$ cat config.mk
export PLATFORM = sky130hd
export DESIGN_NAME = serial_adder_ctrl_flat
export DESIGN_NICKNAME = d
export VERILOG_FILES = /design/src/rtl/serial_adder_ctrl_pkg.sv /design/src/rtl/serial_adder_ctrl_if.sv /design/src/rtl/serial_adder_ctrl_fulladder.sv /design/src/rtl/serial_adder_ctrl.sv /design/src/flat_wrapper.sv
export SDC_FILE = /design/constraint.sdc
export NUM_CORES = 1
export LEC_CHECK = 0
export CAP_MARGIN = 20
export CORE_UTILIZATION = 35
export DETAILED_ROUTE_END_ITERATION = 8
export PLACE_DENSITY = 0.67
export SLEW_MARGIN = 15
export SYNTH_ARGS = -nofsm -noshare
export SYNTH_HDL_FRONTEND = slang
export SYNTH_SLANG_ARGS = --single-unit
$ cat constraint.sdc
create_clock -name clk -period 1.85 [get_ports clk]
set_clock_uncertainty 0.2 [all_clocks]
set_input_delay 0.4625 -clock clk [delete_from_list [all_inputs] [get_ports clk]]
set_output_delay 0.4625 -clock clk [all_outputs]
set_load 0.005 [all_outputs]
$ cat src/rtl/serial_adder_ctrl_pkg.sv
// Shared definitions for the bit-serial add/subtract sequencer.
package serial_adder_ctrl_pkg;

    localparam int DEF_W = 8;

    typedef enum logic [1:0] {
        ST_IDLE = 2'd0,
        ST_RUN  = 2'd1,
        ST_DONE = 2'd2
    } state_t;

endpackage

$ cat src/rtl/serial_adder_ctrl_if.sv
// Request/result bundle of the serial adder: operands and start go in, result and status come out.
// Handshake: start is a request taken on any rising edge while idle or done; busy is high for the
// W cycles of the operation; done is a one-cycle strobe in the cycle sum/cout/ovf first show the new result.
interface serial_adder_ctrl_if #(
    parameter int W = 8
) ();
    logic         start;
    logic         sub;
    logic [W-1:0] a;
    logic [W-1:0] b;
    logic         cin;
    logic         busy;
    logic         done;
    logic [W-1:0] sum;
    logic         cout;
    logic         ovf;

    modport master (
        output start, sub, a, b, cin,
        input  busy, done, sum, cout, ovf
    );

    modport slave (
        input  start, sub, a, b, cin,
        output busy, done, sum, cout, ovf
    );
endinterface

$ cat src/rtl/serial_adder_ctrl_fulladder.sv
// 1-bit full-adder cell shared by the serial datapath.
module fulladder (
    input  logic x,
    input  logic y,
    input  logic ci,
    output logic co,
    output logic s
);
    assign s  = x ^ y ^ ci;
    assign co = (x & y) | (ci & (x ^ y));
endmodule

$ cat src/rtl/serial_adder_ctrl.sv
// Bit-serial add/subtract sequencer: one full-adder cell processes one operand bit per cycle, LSB first.
module serial_adder_ctrl
    import serial_adder_ctrl_pkg::*;
#(
    parameter int W  = DEF_W,
    parameter int CW = 4
) (
    input  logic                clk,
    input  logic                rst,
    serial_adder_ctrl_if.slave  bus,
    output state_t              dbg_state
);

    state_t        state;
    state_t        state_nxt;
    logic [W-1:0]  sa;
    logic [W-1:0]  sb;
    logic [W-1:0]  acc;
    logic [CW-1:0] cnt;
    logic          c;
    logic          cmsb;
    logic          fa_s;
    logic          fa_co;
    logic          load;
    logic          last;

    fulladder u_fa (
        .x  (sa[0]),
        .y  (sb[0]),
        .ci (c),
        .co (fa_co),
        .s  (fa_s)
    );

    assign load = ((state == ST_IDLE) || (state == ST_DONE)) && bus.start;
    assign last = (cnt == CW'(W - 1));

    always_comb begin
        state_nxt = state;
        case (state)
            ST_IDLE, ST_DONE: state_nxt = bus.start ? ST_RUN : ST_IDLE;
            ST_RUN:           state_nxt = last ? ST_DONE : ST_RUN;
            default:          state_nxt = ST_IDLE;
        endcase
    end

    always_ff @(posedge clk) begin
        if (rst) begin
            state <= ST_IDLE;
        end else begin
            state <= state_nxt;
        end
    end

    always_ff @(posedge clk) begin
        if (rst) begin
            sa       <= '0;
            sb       <= '0;
            acc      <= '0;
            cnt      <= '0;
            c        <= 1'b0;
            cmsb     <= 1'b0;
            bus.sum  <= '0;
            bus.cout <= 1'b0;
            bus.ovf  <= 1'b0;
        end else if (load) begin
            // Subtraction is a + ~b + 1, so the carry chain starts at 1.
            sa  <= bus.a;
            sb  <= bus.sub ? ~bus.b : bus.b;
            c   <= bus.sub ? 1'b1 : bus.cin;
            cnt <= '0;
            acc <= '0;
        end else if (state == ST_RUN) begin
            sa  <= {1'b0, sa[W-1:1]};
            sb  <= {1'b0, sb[W-1:1]};
            acc <= {fa_s, acc[W-1:1]};
            c   <= fa_co;
            cnt <= cnt + CW'(1);
            // Carry into the MSB, needed for signed overflow on the final bit.
            if (cnt == CW'(W - 2)) begin
                cmsb <= fa_co;
            end
            if (last) begin
                bus.sum  <= {fa_s, acc[W-1:1]};
                bus.cout <= fa_co;
                bus.ovf  <= fa_co ^ cmsb;
            end
        end
    end

    assign bus.busy  = (state == ST_RUN);
    assign bus.done  = (state == ST_DONE);
    assign dbg_state = state;

endmodule
$ cat src/flat_wrapper.sv
// flat-port wrapper written by rule: the top's interface ports become plain ports
module serial_adder_ctrl_flat import serial_adder_ctrl_pkg::*;
#(
    parameter int W  = DEF_W,
    parameter int CW = 4
)
  (clk, rst, dbg_state, bus_start, bus_sub, bus_a, bus_b, bus_cin, bus_busy, bus_done, bus_sum, bus_cout, bus_ovf);
  serial_adder_ctrl_if #(.W(W)) bus_i ();
  input  logic clk;
  input  logic rst;
  output state_t dbg_state;
  input wire logic [$bits(bus_i.start)-1:0] bus_start;
  input wire logic [$bits(bus_i.sub)-1:0] bus_sub;
  input wire logic [$bits(bus_i.a)-1:0] bus_a;
  input wire logic [$bits(bus_i.b)-1:0] bus_b;
  input wire logic [$bits(bus_i.cin)-1:0] bus_cin;
  output wire logic [$bits(bus_i.busy)-1:0] bus_busy;
  output wire logic [$bits(bus_i.done)-1:0] bus_done;
  output wire logic [$bits(bus_i.sum)-1:0] bus_sum;
  output wire logic [$bits(bus_i.cout)-1:0] bus_cout;
  output wire logic [$bits(bus_i.ovf)-1:0] bus_ovf;
  assign bus_i.start = bus_start;
  assign bus_i.sub = bus_sub;
  assign bus_i.a = bus_a;
  assign bus_i.b = bus_b;
  assign bus_i.cin = bus_cin;
  assign bus_busy = bus_i.busy;
  assign bus_done = bus_i.done;
  assign bus_sum = bus_i.sum;
  assign bus_cout = bus_i.cout;
  assign bus_ovf = bus_i.ovf;
  serial_adder_ctrl #(.W(W), .CW(CW)) u_core (.clk(clk), .rst(rst), .bus(bus_i), .dbg_state(dbg_state));
endmodule
==> reports/results.md <==
| Step | Parameter | Value |
|:---|:---|:---|
| outcome | Status | completed |
| floorplanning | Vertical extent of the die | 73.1 µm |
| pwr | LEAKAGE | 0.864 nW |
| route | Total wire length after detailed routing | 3780 µm |
| yosys | Sequential cell area fraction in the yosys report | 46.4% |
| setup path | Type of element launching the critical path | register |
| pwr | Power share of the sequential group | 48.1% |
| place | Total placed cells including tap cells | 299 |
| cells and area | Layout-stage area growth over the synthesis result | 31.9% |
| route | Detailed Routing Iterations Pass 1 | 4 |
| timing | Least-Margin Pin Slew | 0.386 ns |
| global routing | Global-route wire length before repair | 6260 µm |
| setup path | Cell depth of the worst setup path | 1 |
| pwr | Worst-case vdd ir drop | 454 µV |
| clock tree | Worst-Skew Late Latency | 0.30 ns |
| floorplanning | Placeable core region | 4790 µm² |
| cells and area | Post-Layout Cell Count | 310 |
| worst hold path | Type of the most critical hold path | reg2reg |
| floorplanning | Number of rows created at floorplan | 25 |
| clock tree | Clock tree sinks | 41 |
| yosys | Flop and latch count out of synthesis | 41 |
| yosys | Largest area contributor in the synthesized netlist | sky130_fd_sc_hd__dfxtp_1 |
| clock tree | Clock-pin transition on the worst setup and hold timing paths | 0.08 ns |
| setup path | Critical Setup Path Class | reg2out |
| global routing | Number of global-route vias before repair | 1394 |
| route | Residual antenna-violating net count after detailed routing | 0 |
| setup path | Reg2reg start | u_core.cnt[0] |
| setup path | Worst stage delay on the critical path | 0.50 ns |
| global routing | Total track usage | 15.3% |
| place | Routability-driven placement congestion ratio | 0.755 |
| timing | Endpoints failing setup | 0 |
| cells and area | Diodes inserted | 0 |
| setup path | Crit path DAT | 1.14 ns |
| yosys | Library cells used by synthesis | 30 |
| pwr | Cell Int Power | 1.50 mW |
| pwr | Combinational power share | 13.9% |
| global routing | Pin count of the biggest net entering global routing | 38 |
| route | Routed vias | 1526 |
| floorplanning | Initial Utilization | 37.0% |
| setup path | Crit Path Max Fanout | 2 |
| timing | TNS Setup | 0 ns |
| clock tree | Root buf cell | sky130_fd_sc_hd__clkbuf_8 |
| pwr | Cell area power density | 845 nW/µm² |
| timing | Count of pins over their slew limit | 0 |
| yosys | Number of instances in the synthesized netlist | 204 |
| floorplanning | Area enclosed by the die boundary | 5350 µm² |
| pwr | Switching power | 478 µW |
| pwr | Switching share of total power | 24.2% |
| place | Detailed Place HPWL | 2590 µm |
| floorplanning | Number of ports placed on the die boundary | 35 |
| timing | Setup repair after global routing missed its margin | false |
| clock tree | Clock tree from TritonCTS | built |
| timing | Min cycle time layout | 1.80 ns |
| clock tree | Number of buffers created by CTS | 5 |
| cells and area | Filler instances | 467 |
| setup path | Required time at the endpoint of the critical path | 1.19 ns |
| yosys | Share of the synthesized area in the top cell type | 46.4% |
| setup path | Worst r2r path cells | 4 |
| timing | Relative slew slack | 74.2% |
| yosys | Dominant cells by area after synthesis | sky130_fd_sc_hd__dfxtp_1, sky130_fd_sc_hd__a21oi_1, sky130_fd_sc_hd__nand3_1 |
| route | Number of DRC markers in iteration 0 | 102 |
| clock tree | Worst-case clock buffer depth | 2 |
| global routing | Aggregate global routing overflow | 0 |
| place | Port Buffer Count | 34 |
| yosys | Avg Synthesized Cell Area | 8.68 µm² |
| timing | Count of endpoints failing hold in the final timing report | 0 |
| yosys | Yosys synthesis warning count | 0 |
| clock tree | Number of levels the H-tree was split into | 2 |
| route | Via density per instance | 4.92 |
| timing | Worst-case setup margin in the final layout | 0.0495 ns |
| setup path | Combined buffer and inverter count along the critical path | 1 |
| yosys | Net count of the mapped netlist | 228 |
| setup path | Worst setup startpoint | u_core.bus.sum[7] |
| timing | Final clock period utilization by the worst path | 97.3% |
| global routing | Initial antenna violation count | 0 |
| job | Maximum capacitance violations | 0 |
| setup path | Worst path cell trace | clkdlybuf4s50_1 |
| route | Avg WL per Cell | 12.2 µm |
| setup path | Type of element capturing the critical path | primary output |
| floorplanning | Horizontal extent of the die | 73.1 µm |
| yosys | Cell area after technology mapping | 1770 µm² |
| setup path | R2R Path End | u_core.bus.sum[5] |
| setup path | Critical path capture point | bus_sum[7] |
| place | Worst setup slack after placement | 0.00961 ns |
| route | Post-detailed-route DRC marker count | 0 |
| timing | Max Clk Rate | 0.555 GHz |
| cells and area | Layout cell share with drive strength beyond 1 | 13.2% |
| setup path | Register-to-register path setup slack | 0.28 ns |
| cells and area | Post-layout net count | 266 |
| pwr | Clock power frac | 38.0% |
| setup path | Crit path max-delay cell type | sky130_fd_sc_hd__clkdlybuf4s50_1 |
| setup path | Gate family responsible for the most delay along the worst path | buffers and inverters |
[worst min path at each step]
stage	depth (start not counted)	endpoint	slack [ns]	start
final	2	u_core.acc[1]	0.26	u_core.acc[1]
after global routing	2	u_core.acc[4]	0.28	u_core.acc[4]
after CTS	2	u_core.acc[1]	0.26	u_core.acc[1]
after detailed placement	2	u_core.acc[1]	0.25	u_core.acc[1]
after global placement	2	u_core.acc[1]	0.24	u_core.acc[1]
after floorplan	2	u_core.acc[1]	0.24	u_core.acc[1]
[flip-flops by register name, indices dropped and copies added (netlist names)]
| register | count |
|---|---|
| u_core.acc | 7 |
| u_core.bus.cout | 1 |
| u_core.bus.ovf | 1 |
| u_core.bus.sum | 8 |
| u_core.c | 1 |
| u_core.cmsb | 1 |
| u_core.cnt | 4 |
| u_core.dbg_state | 2 |
| u_core.sa | 8 |
| u_core.sb | 8 |
[cells in the final DEF, fill, tap and decap left out, types with 2 or more instances in the layout]
cell type	count
sky130_fd_sc_hd__clkbuf_8	6
sky130_fd_sc_hd__xor2_1	9
sky130_fd_sc_hd__nand3b_1	2
sky130_fd_sc_hd__nor3_1	17
sky130_fd_sc_hd__nor2_1	4
sky130_fd_sc_hd__a21oi_1	26
sky130_fd_sc_hd__ha_1	2
sky130_fd_sc_hd__a22oi_1	4
sky130_fd_sc_hd__buf_4	15
sky130_fd_sc_hd__dfxtp_1	39
sky130_fd_sc_hd__xnor2_1	2
sky130_fd_sc_hd__nand2b_1	2
sky130_fd_sc_hd__and2b_1	2
sky130_fd_sc_hd__clkdlybuf4s50_1	29
sky130_fd_sc_hd__nand3_1	17
sky130_fd_sc_hd__a31oi_1	3
sky130_fd_sc_hd__inv_1	2
sky130_fd_sc_hd__nand2_1	22
sky130_fd_sc_hd__o22ai_1	8
sky130_fd_sc_hd__dlygate4sd2_1	2
sky130_fd_sc_hd__o21ai_0	13
[synth_stat cells, drive strengths merged]
cell    instances
a211oi          1
a21oi          26
a22oi           4
a311oi          1
a31oi           3
a41o            1
and2b           2
and3b           1
and4bb          1
buf            16
clkbuf          3
dfxtp          41
fa              1
ha              2
inv             3
nand2          22
nand2b          3
nand3          17
nand3b          2
nor2            4
nor3           17
o21ai          13
o22ai           8
or3             1
xnor2           2
xor2            9
[layer usage]
layer | track usage (%) | vias to the layer above | routed length, µm
met5 | 0 | - | 0
met4 | 5.88 | 0 | 17
met3 | 3.31 | 2 | 162
met2 | 24.4 | 44 | 1740
met1 | 20.1 | 687 | 1860
li1 | - | 793 | -
[metrics by stage]
step	hold slack [ns]	total power, mW	utilization (%)	cell area (µm²)
floorplan	0.237	1.14	-	1770
global placement	0.245	1.23	45.7	2190
detailed placement	0.252	1.24	45.7	2190
CTS	0.263	1.99	48.8	2340
global route	0.283	2.06	48.8	2340
finish	0.263	1.97	48.8	2340
[cells by family after synthesis]
family	synth area share (%)
AOI/OAI and AO/OA	18.7
DFF	46.4
buffers and inverters	7.49
and+or+nand+nor	19.4
adders and majority gates	2.54
xor gates and xnor gates	5.44
[power groups by stage]
stage	Sequential, mW	Combinational [mW]	Clock [mW]
6_report	0.950	0.274	0.751
4_1_cts	0.950	0.276	0.769
5_1_grt	0.956	0.301	0.800
3_5_place_dp	0.970	0.267	0
2_1_floorplan	0.963	0.178	0
3_3_place_gp	0.969	0.262	0
[area by class of cell]
type	count	area (µm²)	share of cell area, %
inverter	3	13.8	0.589
timing repair buffer	50	468	20.0
sequential	41	826	35.4
clock inverter	2	37.5	1.61
clock buffer	6	82.6	3.54
tap	67	83.8	3.59
multi-input combinational	141	825	35.3
[timing repair]
item                       CTS  global route
setup endpoints to repair    4             3
setup buffers                3             0
resized for setup            9             3
hold buffers                 0             0
Note: power is estimated with default switching activity, not from simulation.
